--- config.mk ---
export PLATFORM = sky130hd
export DESIGN_NAME = prbs11_g4_receive
export DESIGN_NICKNAME = d
export VERILOG_FILES = /design/src/rtl/prbs11_g4_pkg.sv /design/src/rtl/prbs11_g4_ref_gen.sv /design/src/rtl/prbs11_g4_receive.sv
export SDC_FILE = /design/constraint.sdc
export NUM_CORES = 1
export LEC_CHECK = 0
export ABC_AREA = 1
export CAP_MARGIN = 20
export CORE_UTILIZATION = 56
export DETAILED_ROUTE_END_ITERATION = 16
export GPL_TIMING_DRIVEN = 1
export PLACE_DENSITY = 0.83
export SETUP_SLACK_MARGIN = 0.5
export SYNTH_ARGS = -nofsm -noshare
export SYNTH_HDL_FRONTEND = slang
export SYNTH_SLANG_ARGS = --single-unit
--- constraint.sdc ---
create_clock -name clk -period 2.94 [get_ports clk]
set_input_delay 0.588 -clock clk [delete_from_list [all_inputs] [get_ports clk]]
set_output_delay 0.588 -clock clk [all_outputs]
set_load 0.05 [all_outputs]
--- src/rtl/prbs11_g4_pkg.sv ---
`default_nettype none
// ============================================================================
//  Module      : prbs11_g4_pkg
//  Description : Shared constants, state encoding and LFSR helpers for the
//                Gen4 PRBS11 lane sender/receiver pair.
//  Revision    : 1.0 - initial release
// ============================================================================
package prbs11_g4_pkg;

    // Lane seeds; sender and receiver on one lane must use the same seed
    localparam logic [10:0] SEED_LANE0 = 11'h7FF;
    localparam logic [10:0] SEED_LANE1 = 11'h770;

    // Feedback taps of x^11 + x^9 + 1 in the left-shifting form
    localparam int TAP_HI = 10;
    localparam int TAP_LO = 8;

    localparam int ROUND_LEN = 2048;
    localparam int OS_LEN    = 448;
    localparam int START_LEN = 12;

    typedef enum logic [1:0] {
        ST_SEARCH  = 2'd0,
        ST_CONFIRM = 2'd1,
        ST_LOCKED  = 2'd2
    } rx_state_e;

    // One LFSR step: shift left, feedback into bit 0
    function automatic logic [10:0] lfsr_step(input logic [10:0] s);
        return {s[9:0], s[TAP_HI] ^ s[TAP_LO]};
    endfunction

    // Advance n steps; intended for elaboration-time constants only
    function automatic logic [10:0] lfsr_adv(input logic [10:0] state, input int n);
        logic [10:0] s;
        s = state;
        for (int i = 0; i < n; i++) begin
            s = lfsr_step(s);
        end
        return s;
    endfunction

    // R[0..11] of a round, R[0] in bit 11 (oldest bit of the search window)
    function automatic logic [11:0] start_pattern(input logic [10:0] seed);
        logic [11:0] p;
        logic [10:0] s;
        p     = '0;
        p[11] = seed[TAP_HI];
        for (int j = 1; j < START_LEN; j++) begin
            s          = lfsr_adv(seed, j - 1);
            p[11 - j]  = s[TAP_HI];
        end
        return p;
    endfunction

endpackage
`default_nettype wire

--- src/rtl/prbs11_g4_ref_gen.sv ---
`default_nettype none
// ============================================================================
//  Module      : prbs11_g4_ref_gen
//  Description : PRBS11 round replica: LFSR plus 11-bit round index. The LFSR
//                holds across the idx 0 -> 1 step (the hold bit) and advances
//                on every other step, so expected_o equals R[idx_o].
//  Revision    : 1.0 - initial release
// ============================================================================
module prbs11_g4_ref_gen
    import prbs11_g4_pkg::*;
#(
    parameter logic [10:0] SEED = SEED_LANE0
) (
    input  logic        clk,
    input  logic        reset,
    input  logic        clear_i,
    input  logic        load_i,
    input  logic        advance_i,
    output logic        expected_o,
    output logic [10:0] idx_o
);

    // Replica state after the 12-bit start pattern has been consumed
    localparam logic [10:0] LOAD_STATE = lfsr_adv(SEED, START_LEN - 1);
    localparam logic [10:0] LOAD_IDX   = 11'(START_LEN);

    logic [10:0] state_q, state_d;
    logic [10:0] idx_q, idx_d;

    // Next replica position: clear beats load beats advance
    always_comb begin
        state_d = state_q;
        idx_d   = idx_q;
        if (clear_i) begin
            state_d = SEED;
            idx_d   = '0;
        end else if (load_i) begin
            state_d = LOAD_STATE;
            idx_d   = LOAD_IDX;
        end else if (advance_i) begin
            idx_d = idx_q + 11'd1;
            if (idx_q != 11'd0) begin
                state_d = lfsr_step(state_q);
            end
        end
    end

    // Replica registers
    always_ff @(posedge clk) begin
        if (reset) begin
            state_q <= SEED;
            idx_q   <= '0;
        end else begin
            state_q <= state_d;
            idx_q   <= idx_d;
        end
    end

    assign expected_o = state_q[TAP_HI];
    assign idx_o      = idx_q;

endmodule
`default_nettype wire

--- src/rtl/prbs11_g4_receive.sv ---
`default_nettype none
// ============================================================================
//  Module      : prbs11_g4_receive
//  Description : Gen4 PRBS11 lane receiver. Searches for the round start
//                pattern, confirms alignment, then checks every bit against a
//                local replica and reports ordered-set boundaries, bit errors
//                and lock state.
//  Revision    : 1.0 - initial release
// ============================================================================
module prbs11_g4_receive
    import prbs11_g4_pkg::*;
#(
    parameter int lane0_lane1  = 1,
    parameter int CONFIRM_BITS = 64,
    parameter int LOSS_THRESH  = 4
) (
    input  logic        clk,
    input  logic        reset,
    input  logic        enable,
    input  logic        data_in,
    input  logic        clr_err,
    output logic        locked,
    output logic        os_received,
    output logic        round_start,
    output logic        bit_error,
    output logic [15:0] err_count
);

    // 1 selects the lane-0 seed, 0 the lane-1 seed
    localparam logic [10:0] SEED         = (lane0_lane1 != 0) ? SEED_LANE0 : SEED_LANE1;
    localparam logic [11:0] START_PAT    = start_pattern(SEED);
    localparam logic [7:0]  CONFIRM_LAST = 8'(CONFIRM_BITS - 1);
    localparam logic [3:0]  LOSS_LIM     = 4'(LOSS_THRESH);
    localparam logic [10:0] IDX_LAST     = 11'(ROUND_LEN - 1);
    localparam logic [8:0]  OS_LAST      = 9'(OS_LEN - 1);
    localparam logic [8:0]  OS_LOAD      = 9'(START_LEN);

    rx_state_e   state_q, state_d;
    logic [10:0] win_q, win_d;        // previous 11 bits; with data_in forms the 12-bit window
    logic [7:0]  conf_q, conf_d;
    logic [3:0]  rerr_q, rerr_d;
    logic [8:0]  os_q, os_d;
    logic        locked_q, locked_d;
    logic        osrx_q, osrx_d;
    logic        rs_q, rs_d;
    logic        be_q, be_d;
    logic [15:0] errc_q, errc_d;

    logic        w_clear, w_load, w_adv;
    logic        w_ref_bit;
    logic [10:0] w_idx;
    logic [11:0] w_win;
    logic        w_mismatch;
    logic [3:0]  w_rerr_base;
    logic [3:0]  w_rerr_inc;
    logic [8:0]  w_os_next;

    prbs11_g4_ref_gen #(
        .SEED(SEED)
    ) u_ref (
        .clk        (clk),
        .reset      (reset),
        .clear_i    (w_clear),
        .load_i     (w_load),
        .advance_i  (w_adv),
        .expected_o (w_ref_bit),
        .idx_o      (w_idx)
    );

    assign w_win       = {win_q, data_in};
    assign w_mismatch  = data_in ^ w_ref_bit;
    // Per-round error count restarts on the bit with idx 0
    assign w_rerr_base = (w_idx == 11'd0) ? 4'd0 : rerr_q;
    assign w_rerr_inc  = w_rerr_base + 4'd1;
    // Ordered-set position follows idx: wraps at 447 and at the round end
    assign w_os_next   = (w_idx == IDX_LAST || os_q == OS_LAST) ? 9'd0 : os_q + 9'd1;

    // Receiver state machine, replica control and registered output terms
    always_comb begin
        state_d  = state_q;
        win_d    = win_q;
        conf_d   = conf_q;
        rerr_d   = rerr_q;
        os_d     = os_q;
        errc_d   = errc_q;
        osrx_d   = 1'b0;
        rs_d     = 1'b0;
        be_d     = 1'b0;
        w_clear  = 1'b0;
        w_load   = 1'b0;
        w_adv    = 1'b0;

        if (!enable) begin
            state_d = ST_SEARCH;
            win_d   = '0;
            conf_d  = '0;
            rerr_d  = '0;
            os_d    = '0;
            w_clear = 1'b1;
        end else begin
            case (state_q)
                ST_SEARCH: begin
                    win_d = w_win[10:0];
                    if (w_win == START_PAT) begin
                        state_d = ST_CONFIRM;
                        win_d   = '0;
                        conf_d  = '0;
                        os_d    = OS_LOAD;
                        w_load  = 1'b1;
                    end
                end
                ST_CONFIRM: begin
                    w_adv  = 1'b1;
                    os_d   = w_os_next;
                    rs_d   = (w_idx == 11'd0);
                    osrx_d = (os_q == OS_LAST);
                    if (w_mismatch) begin
                        be_d    = 1'b1;
                        state_d = ST_SEARCH;
                        win_d   = '0;
                        conf_d  = '0;
                        w_clear = 1'b1;
                    end else if (conf_q == CONFIRM_LAST) begin
                        state_d = ST_LOCKED;
                        conf_d  = '0;
                        rerr_d  = '0;
                    end else begin
                        conf_d = conf_q + 8'd1;
                    end
                end
                ST_LOCKED: begin
                    w_adv  = 1'b1;
                    os_d   = w_os_next;
                    rs_d   = (w_idx == 11'd0);
                    osrx_d = (os_q == OS_LAST);
                    rerr_d = w_rerr_base;
                    if (w_mismatch) begin
                        be_d   = 1'b1;
                        rerr_d = w_rerr_inc;
                        if (errc_q != 16'hFFFF) begin
                            errc_d = errc_q + 16'd1;
                        end
                        if (w_rerr_inc >= LOSS_LIM) begin
                            state_d = ST_SEARCH;
                            rerr_d  = '0;
                            win_d   = '0;
                            w_clear = 1'b1;
                        end
                    end
                end
                default: begin
                    state_d = ST_SEARCH;
                    win_d   = '0;
                    w_clear = 1'b1;
                end
            endcase
        end

        // A clear request overrides a same-cycle increment
        if (clr_err) begin
            errc_d = '0;
        end

        locked_d = (state_d == ST_LOCKED);
    end

    // State and output registers
    always_ff @(posedge clk) begin
        if (reset) begin
            state_q  <= ST_SEARCH;
            win_q    <= '0;
            conf_q   <= '0;
            rerr_q   <= '0;
            os_q     <= '0;
            locked_q <= 1'b0;
            osrx_q   <= 1'b0;
            rs_q     <= 1'b0;
            be_q     <= 1'b0;
            errc_q   <= '0;
        end else begin
            state_q  <= state_d;
            win_q    <= win_d;
            conf_q   <= conf_d;
            rerr_q   <= rerr_d;
            os_q     <= os_d;
            locked_q <= locked_d;
            osrx_q   <= osrx_d;
            rs_q     <= rs_d;
            be_q     <= be_d;
            errc_q   <= errc_d;
        end
    end

    assign locked      = locked_q;
    assign os_received = osrx_q;
    assign round_start = rs_q;
    assign bit_error   = be_q;
    assign err_count   = errc_q;

endmodule
`default_nettype wire

### After elaboration in Yosys (flattened, before gate mapping)

Index checks and enable logic that the tools add are counted.
W data, S select, Z words.

| word-level totals | value |
|---|---|
| register bits | 76 |
| input bits | 5 |

| cells by class | value |
|---|---|
| bitwise operators | 4 |
| reduce and logical (&&, ||, !) cells | 22 |
| multiplexer cells | 40 |
| equality and inequality tests | 14 |
| $lt $le $gt $ge | 1 |
| add/subtract/negate cells | 5 |

Operators with widths:

| cell | number |
|---|---|
| $mux W11 | 7 |
| $pmux W11 S3 | 1 |
| $mux W4 | 7 |
| $mux W8 | 3 |
| $mux W9 | 2 |
| $pmux W9 S2 | 1 |
| $add A16 B1 Y16 const B | 1 |
| $ne A16 B16 Y1 const B | 1 |
| $pmux W8 S2 | 1 |
| $eq A12 B12 Y1 const B | 1 |
| $mux W2 | 6 |
| $ne A2 B2 Y1 const B | 6 |
| $add A11 B1 Y11 const B | 1 |
| $eq A11 B11 Y1 const B | 1 |
| $logic_not A11 Y1 | 1 |
| $reduce_bool A11 Y1 | 1 |
| $reduce_bool A2 Y1 | 5 |
| $add A9 B1 Y9 const B | 1 |
| $eq A9 B9 Y1 const B | 1 |
| $mux W1 | 9 |
| $add A8 B1 Y8 const B | 1 |
| $eq A8 B6 Y1 const B | 1 |
| $pmux W4 S2 | 1 |
| $reduce_and A2 Y1 | 4 |
| 14 further kinds | 22 |

### Logic depth before layout (Yosys ltp)

Gate-level depths: netlist of run 1.

| depth | value |
|---|---|
| word-level depth | 9 |
| mapped depth | 20 |

### By module

Synthesis of run 1 repeated with hierarchy kept, for this count alone.

| second synthesis, totals | value |
|---|---|
| cell total of the unflattened synthesis | 602 |
| area total of the unflattened synthesis | 4176.5 um^2 |

Modules (own cells, without submodules):

| module | area an instance (um^2) | instances | cells each |
|---|---|---|---|
| prbs11_g4_receive | 2982.9 | 1 | 428 |
| prbs11_g4_ref_gen | 1193.6 | 1 | 174 |

### Worst setup path after synthesis of run 1

Ideal clock, no wire load.

| timing path | value |
|---|---|
| path type | reg-to-reg |
| start | reg u_ref.idx_q[0], in the netlist u_ref.idx_o[0] |
| end | reg win_q[5] |
| path buffers | 1 |
| data arrival time | 2.092 ns |
| setup time | 0.116 ns |
| stages on the path, launching flop included | 20 |
| data required time | 2.824 ns |
| setup slack | 0.733 ns |
| cell sequence | dfxtp_1 > inv_1 > ha_1 > inv_1 > nor2_1 > nand2_1 > inv_1 > nand2_1 > inv_1 > nor2_1 > ha_1 > inv_1 > a31oi_1 > nand3_1 > nand2_1 > nand3_2 > nand3_2 > buf_4 > nand2_1 > and3_1 |

| on the way | value |
|---|---|
| cells in the longest elaborated chain, start to end | 6 |

Ends and longest elaborated chain:

| item | RTL line | source |
|---|---|---|
| from (decl) | prbs11_g4_ref_gen.sv:28 | `logic [10:0] idx_q, idx_d;` |
| from (signal assigned) | prbs11_g4_ref_gen.sv:55 | `idx_q <= idx_d;` |
| $logic_not A11 Y1 | prbs11_g4_receive.sv:73 | `assign w_rerr_base = (w_idx == 11'd0) ? 4'd0 : rerr_q;` |
| $mux W4 | prbs11_g4_receive.sv:73 |  |
| $add A4 B1 Y4 | prbs11_g4_receive.sv:74 | `assign w_rerr_inc = w_rerr_base + 4'd1;` |
| $ge A4 B3 Y1 | prbs11_g4_receive.sv:143 | `if (w_rerr_inc >= LOSS_LIM) begin` |
| $ne A2 B2 Y1 (no source line) | n/a |  |
| $reduce_and A3 Y1 (no source line) | n/a |  |
| to (signal assigned) | prbs11_g4_receive.sv:182 | `win_q <= win_d;` |
| to (decl) | prbs11_g4_receive.sv:39 | `logic [10:0] win_q, win_d;` |

No other way between the ends.
A chain may end at the register's enable or synchronous reset.

### Final worst setup path of run 1

| timing path | value |
|---|---|
| start | reg u_ref.idx_q[0], in the netlist u_ref.idx_o[0] |
| end | reg u_ref.idx_q[1], in the netlist u_ref.idx_o[1] |

| on the way | value |
|---|---|
| cells in the longest elaborated chain, start to end | 9 |
| elaborated cells on any way between the ends | 10 |
| classes of those cells | 2 x add/sub; 1 x order compare; 5 x mux; 2 x reduce/logical |

Ends and longest elaborated chain:

| item | RTL line | source |
|---|---|---|
| $logic_not A11 Y1 | prbs11_g4_receive.sv:73 |  |
| $mux W4 | prbs11_g4_receive.sv:73 |  |
| $add A4 B1 Y4 | prbs11_g4_receive.sv:74 |  |
| $ge A4 B3 Y1 | prbs11_g4_receive.sv:143 |  |
| $mux W1 | prbs11_g4_receive.sv:143 |  |
| $mux W1 | prbs11_g4_receive.sv:137 | `if (w_mismatch) begin` |
| $pmux W1 S3 | prbs11_g4_receive.sv:101 | `case (state_q)` |
| $mux W1 | prbs11_g4_receive.sv:93 | `if (!enable) begin` |
| $reduce_or A3 Y1 (no source line) | n/a |  |

Several ways; a longest one is shown, not always the timed one.

==> results of run 1 <==
## worst register-to-register path, stage by stage, from the launching register on
cell	delay, ps
dfxtp_2	340
inv_2	60
ha_1	140
inv_1	40
nor2_2	120
nand2_2	70
inv_2	70
nand2_4	80
nand2_2	80
inv_1	40
ha_1	180
inv_1	70
a31oi_1	40
nand3_1	100
nand2_2	90
nand2_2	80
nand2_2	80
o21bai_4	250
clkinv_4	170
nand2_4	120
nor2_1	50
## registers in the layout, indices dropped and copies added (netlist names)
name	cells
conf_q	8
rerr_q	4
os_received	1
round_start	1
state_q	2
err_count	16
os_q	9
locked	1
win_q	11
u_ref.state_q	11
bit_error	1
u_ref.idx_o	11
## cells in the final DEF, fill, tap and decap left out, drive strengths merged
| master | count |
|---|---|
| o211ai | 3 |
| nand2 | 126 |
| or3 | 1 |
| o31ai | 1 |
| nand4 | 26 |
| xnor2 | 2 |
| and3 | 8 |
| o21ai | 33 |
| inv | 80 |
| dfxtp | 76 |
| nor4 | 3 |
| a31oi | 6 |
| buf | 13 |
| or2 | 4 |
| a21oi | 28 |
| ha | 10 |
| bufinv | 3 |
| clkbuf | 10 |
| nor3 | 18 |
| nand3 | 39 |
| o21a | 1 |
| xor2 | 14 |
| clkdlybuf4s50 | 24 |
| o21bai | 4 |
| nor2 | 70 |
| clkinv | 4 |
## worst paths after layout
path | from | to | slack [ps] | depth (start not counted)
worst max-delay path | u_ref.idx_o[0] | u_ref.idx_o[1] | 570 | 20
worst min-delay path | err_count[8] | err_count[8] | 460 | 2
worst max register to register | u_ref.idx_o[0] | u_ref.idx_o[1] | 570 | 20
worst min register to register | err_count[8] | err_count[8] | 460 | 2
## power by group through the flow
stage | clock network, uW | registers [uW] | logic [uW]
2_1_floorplan | 0 | 1050 | 29.4
3_3_place_gp | 0 | 1050 | 42.9
3_5_place_dp | 0 | 1050 | 44.5
4_1_cts | 972 | 1030 | 45.2
5_1_grt | 1030 | 1030 | 54.7
6_report | 961 | 1030 | 50.5
## timing repair
action | 4_1_cts | 5_1_grt
resized for setup | 4 | 16
setup endpoints to repair | 34 | 36
gates cloned | 0 | 3
buffers inserted | 0 | 3
pin swaps | 0 | 6
## through the flow
stage | setup WS, ps | cells
floorplan | 733 | 573
global placement | 351 | 682
detailed placement | 298 | 682
CTS | 515 | 697
global route | 436 | 703
finish | 575 | 703
## layer usage
metal	share of wire, %	track usage, %	routed length (um)
met1	42	28.0	3890
met2	51	45.2	4660
met3	4.7	4.57	431
met4	2.2	14.4	200
met5	0	0	0
## final cells by class
class	count	area, um^2	share of cell area, %
clock buffer	10	138	2.94
clock inverter	5	100	2.14
inverter	81	309	6.60
multi-input combinational	397	2140	45.8
sequential	76	1520	32.5
tap	96	120	2.57
timing repair buffer	37	342	7.30
timing repair inverter	1	5.00	0.107
## kinds of logic after synthesis
logic type / count (synthesis) / synth area share, %
simple gates: 293 / 33.2
buf+inv: 102 / 10.8
compound gates: 76 / 11.7
flops: 76 / 37.8
xor+xnor: 16 / 3.48
fa+ha+maj: 10 / 3.11
==> impl_metrics.json, run 1 <==
{
  "post-route-period-util_pct": 80.5,
  "via_per_inst": 5.39,
  "critPathBufInv": 6,
  "drive_gt1_share_pct": 11.7,
  "grt_pass1_wl_um": 15200,
  "place_area_mm2": 0.00433,
  "tightest_slew_ps": 554,
  "synthFlopType": "dfxtp_1",
  "endpoint_kind": "register",
  "clk_pin_slew_ps": 80,
  "dp_hpwl_um": 6290,
  "syn_inst": 573,
  "synth.distinct_cells": 39,
  "crit_type": "register to register",
  "ir_worst_vdd_mv": 0.311,
  "route.vias.total": 3790,
  "avgSynthCellArea_um2": 7.03,
  "fin_area_mm2": 0.00468,
  "synth_top_area_share_pct": 37.8,
  "cts_buffer_depth": 2,
  "clock_power_share_pct": 47.1,
  "finClkSkew_ps": 7.02,
  "cts_sinks": 76,
  "ys.warnings.count": 0,
  "max_freq_ghz": 0.423,
  "cts-hold-fix-buffers": 0,
  "worstSkewPairLatency_ps": 360,
  "initial_core_util_pct": 58.6,
  "area_growth_pct": 16.2,
  "p_leak_uw": 0.00184,
  "firstDrtPassIters": 5,
  "rsz0062_at_grt": "false",
  "seqPwrFrac_pct": 50.4,
  "ys_top_cells_by_area": "dfxtp_1 (38%), nand2_1 (11%), inv_1 (7.5%), nor2_1 (6.3%), nand3_1 (4.5%)",
  "final_util_pct": 68.1,
  "first_global_vias": 3610,
  "numCtsBuffers": 9,
  "crit_arrival_ps": 2610,
  "antenna_left": 0,
  "crit_chain": "inv_2 > ha_1 > inv_1 > nor2_2 > nand2_2 > inv_2 > nand2_4 > nand2_2 > inv_1 > ha_1 > inv_1 > a31oi_1 > nand3_1 > nand2_2 > nand2_2 > nand2_2 > o21bai_4 > clkinv_4 > nand2_4 > nor2_1",
  "status": "completed",
  "hold_viol": 0,
  "cts.htree.levels": 3,
  "yosys_register_bits": 76,
  "tritoncts": "yes",
  "required_ps": 3190,
  "core.rowCount": 30,
  "fillerInstances": 579,
  "finalSetupViolCount": 0,
  "wl_um": 9180,
  "worst_path_most_repeated_cell": "nand2_2",
  "slowest_stage": "dfxtp_2",
  "maxSlewHeadroom_pct": 62.8,
  "critical_path.top_delay_family": "simple AND/OR/NAND/NOR gates",
  "synth.most_common_cell": "nand2_1",
  "whs_ps": 465,
  "power.density_mw_per_mm2": 436,
  "die_area_mm2": 0.00753,
  "dieHeight_um": 86.8,
  "diodes": 0,
  "cts-root-buf": "clkbuf_8",
  "internal-power_uw": 1630,
  "combPwrFrac_pct": 2.5,
  "grt_start_max_net_pins": 16,
  "io_buffers": 24,
  "setup_tns_ps": 0,
  "nets": 618,
  "grt.total_usage_pct": 25.3,
  "synth_top_cell_by_area": "dfxtp_1",
  "die_x_um": 86.8,
  "synth_edf_count": 0,
  "swShare_pct": 20.3,
  "ys_seq_area_share_pct": 37.8,
  "place_congestion": 0.894,
  "path_max_fanout": 7,
  "switchingPower_uw": 415,
  "cap_violations": 0,
  "grt_overflow": 0,
  "power_uw": 2040,
  "crit_path_max_incr_delay_ps": 340,
  "final_max_slew_viol_count": 0,
  "wl_per_cell_um": 13.1,
  "synthArstFlopShare_pct": 0,
  "start_kind": "register",
  "yosys-top-cells-count": "nand2_1 (118), inv_1 (80), dfxtp_1 (76)",
  "fp.coreArea_mm2": 0.00687,
  "antenna_found_initial": 0,
  "drc": 0,
  "drtIter0Drc": 241,
  "netlist_area_mm2": 0.00403,
  "ioPinCount": 25,
  "hold_class": "register to register",
  "synth_fp_nets": 588,
  "fin_crit_ps": 2370
}
Note: power is estimated with default switching activity, not from simulation.
==> run 2: changes to the inputs <==
- clock period: 2.94 -> 2.3 ns (I/O delays scaled with it)
==> impl_metrics.json, run 2 (synthesis gave the netlist of run 1 again) <==
{
  "hold_viol": 0,
  "first_global_vias": 3606,
  "dp_hpwl_um": 6260,
  "layout_setup_ws_ps": 11.9,
  "wl_um": 10800,
  "rsz0062_at_grt": "true",
  "endpoint_kind": "register",
  "cts_buffer_depth": 2,
  "drive_gt1_share_pct": 28.3,
  "seqPwrFrac_pct": 50.0,
  "core.rowCount": 30,
  "status": "completed",
  "drc": 0,
  "path_max_fanout": 7,
  "via_per_inst": 5.66,
  "antenna_left": 0,
  "final_util_pct": 76.7,
  "fp.coreArea_mm2": 0.00687,
  "multi_input_area_mm2": 0.00241,
  "largest_reg_flops": 16,
  "hold_class": "register to register",
  "reg2reg_depth": 17,
  "clock_power_share_pct": 47.2,
  "rr_startpoint": "u_ref.idx_o[6]",
  "crit_chain": "nor2_1 > nand2_1 > nor2_1 > nand2_4 > nand2_4 > inv_2 > ha_4 > inv_2 > a31oi_1 > nand3_1 > nand2_2 > nand2_2 > nand2_2 > o21bai_4 > clkinv_4 > nand2_8 > nor2_2",
  "final_max_slew_viol_count": 0,
  "numCtsBuffers": 9,
  "diodes": 0,
  "finalSetupViolCount": 0,
  "rr_endpoint": "u_ref.idx_o[9]",
  "regArea_mm2": 0.00155,
  "swShare_pct": 21.6,
  "post-route-period-util_pct": 99.5,
  "endpoint": "u_ref.idx_o[9]",
  "area_growth_pct": 30.9,
  "crit_path_max_incr_delay_ps": 340,
  "io_buffers": 24,
  "place_congestion": 0.899,
  "grt_pass1_wl_um": 15900,
  "slowest_stage": "dfxtp_1",
  "tritoncts": "yes",
  "dp_slack_ps": -25.2,
  "wl_per_cell_um": 14.6,
  "drtIter0Drc": 280,
  "firstDrtPassIters": 7,
  "initial_core_util_pct": 58.6,
  "antenna_found_initial": 0,
  "die_x_um": 86.8,
  "maxSlewHeadroom_pct": 66.2,
  "place_area_mm2": 0.00446,
  "grt.total_usage_pct": 26.5,
  "crit_arrival_ps": 2540,
  "start_kind": "register",
  "fin_area_mm2": 0.00527,
  "nets": 654,
  "final_cell_mix": "nand2_1 (93), inv_1 (69), dfxtp_1 (61)",
  "p_leak_uw": 0.00220,
  "switchingPower_uw": 567,
  "startpoint": "u_ref.idx_o[6]",
  "fillerInstances": 459,
  "grt_start_max_net_pins": 16,
  "required_ps": 2550,
  "cts_sinks": 76,
  "internal-power_uw": 2060,
  "grt_overflow": 0,
  "tightest_slew_ps": 509,
  "dieHeight_um": 86.8,
  "finClkSkew_ps": 14.9,
  "reg2reg_slack_ps": 10,
  "whs_ps": 479,
  "ir_worst_vdd_mv": 0.274,
  "crit_type": "register to register",
  "worstSkewPairLatency_ps": 360,
  "clk_pin_slew_ps": 80,
  "max_freq_ghz": 0.437,
  "ioPinCount": 25,
  "power.density_mw_per_mm2": 499,
  "worst_path_most_repeated_cell": "nand2_2",
  "final_common_cell": "nand2_1",
  "cts-root-buf": "clkbuf_8",
  "cts.htree.levels": 3,
  "combPwrFrac_pct": 2.8,
  "route.vias.total": 4190,
  "fin_crit_ps": 2290,
  "die_area_mm2": 0.00753,
  "cap_violations": 0
}
## run 2: cell count changes in the layout (fill, tap and decap cells not counted), moves of 10 or more
cell | previous run | this run
buf_4 | 12 | 44
clkdlybuf4s50_1 | 24 | 2
dfxtp_1 | 75 | 61
dfxtp_2 | 1 | 13
dlygate4sd2_1 | 0 | 18
nand2_1 | 113 | 93
nand2_2 | 10 | 24
nor2_1 | 66 | 56
## run 2: routing by layer
metal | share of wire (%) | GRT usage [%]
met4 | 2.3 | 12.0
met5 | 0 | 0
met3 | 5.8 | 3.71
met2 | 51 | 45.5
met1 | 41 | 32.8
## run 2: how the worst min path moves through the flow
stage | from | to | slack, ps | cells past startpoint
4_1_cts | rerr_q[3] | rerr_q[3] | 480 | 2
3_5_place_dp | rerr_q[3] | rerr_q[3] | 470 | 2
6_report | os_q[2] | os_q[2] | 480 | 2
3_3_place_gp | os_q[3] | os_q[3] | 460 | 2
5_1_grt | win_q[4] | win_q[4] | 500 | 2
2_1_floorplan | rerr_q[3] | rerr_q[3] | 440 | 2
## run 2: power by group through the flow
stage | Combinational (uW) | Clock, uW | Sequential, uW
2_1_floorplan | 37.7 | 0 | 1350
4_1_cts | 66.7 | 1240 | 1320
6_report | 74.2 | 1240 | 1310
3_3_place_gp | 59.3 | 0 | 1350
3_5_place_dp | 60.5 | 0 | 1350
5_1_grt | 80.2 | 1300 | 1310
## run 2: worst max-delay path, delay by kind of cell (launching register included)
family	cells	cell delay, ps
AOI/OAI and AO/OA	2	280
adders and majority gates	1	150
and+or+nand+nor	11	1150
DFF	1	340
buffers and inverters	3	250
## run 2: what timing repair did
action / CTS / global route
endpoints found under the setup margin: 92 / 65
hold buffers: 0 / 0
gates resized for setup: 43 / 91
setup buffers: 11 / 16
pin swaps: 9 / 31
cloned: 2 / 2
## run 2: final cells by class
class | count | share of cell area [%]
Multi-Input combinational cell | 396 | 45.8
Sequential cell | 76 | 29.3
Timing Repair Buffer | 74 | 11.9
Inverter | 81 | 5.96
Clock buffer | 10 | 2.42
Tap cell | 96 | 2.28
Clock inverter | 6 | 2.14
Timing Repair inverter | 1 | 0.142
## run 2: metrics by stage
stage,cells,total power [uW],setup TNS (ps)
2_1_floorplan,573,1380,0
3_3_place_gp,693,1410,0
3_5_place_dp,693,1410,-97.6
4_1_cts,722,2620,0
5_1_grt,740,2690,-2120
6_report,740,2630,0
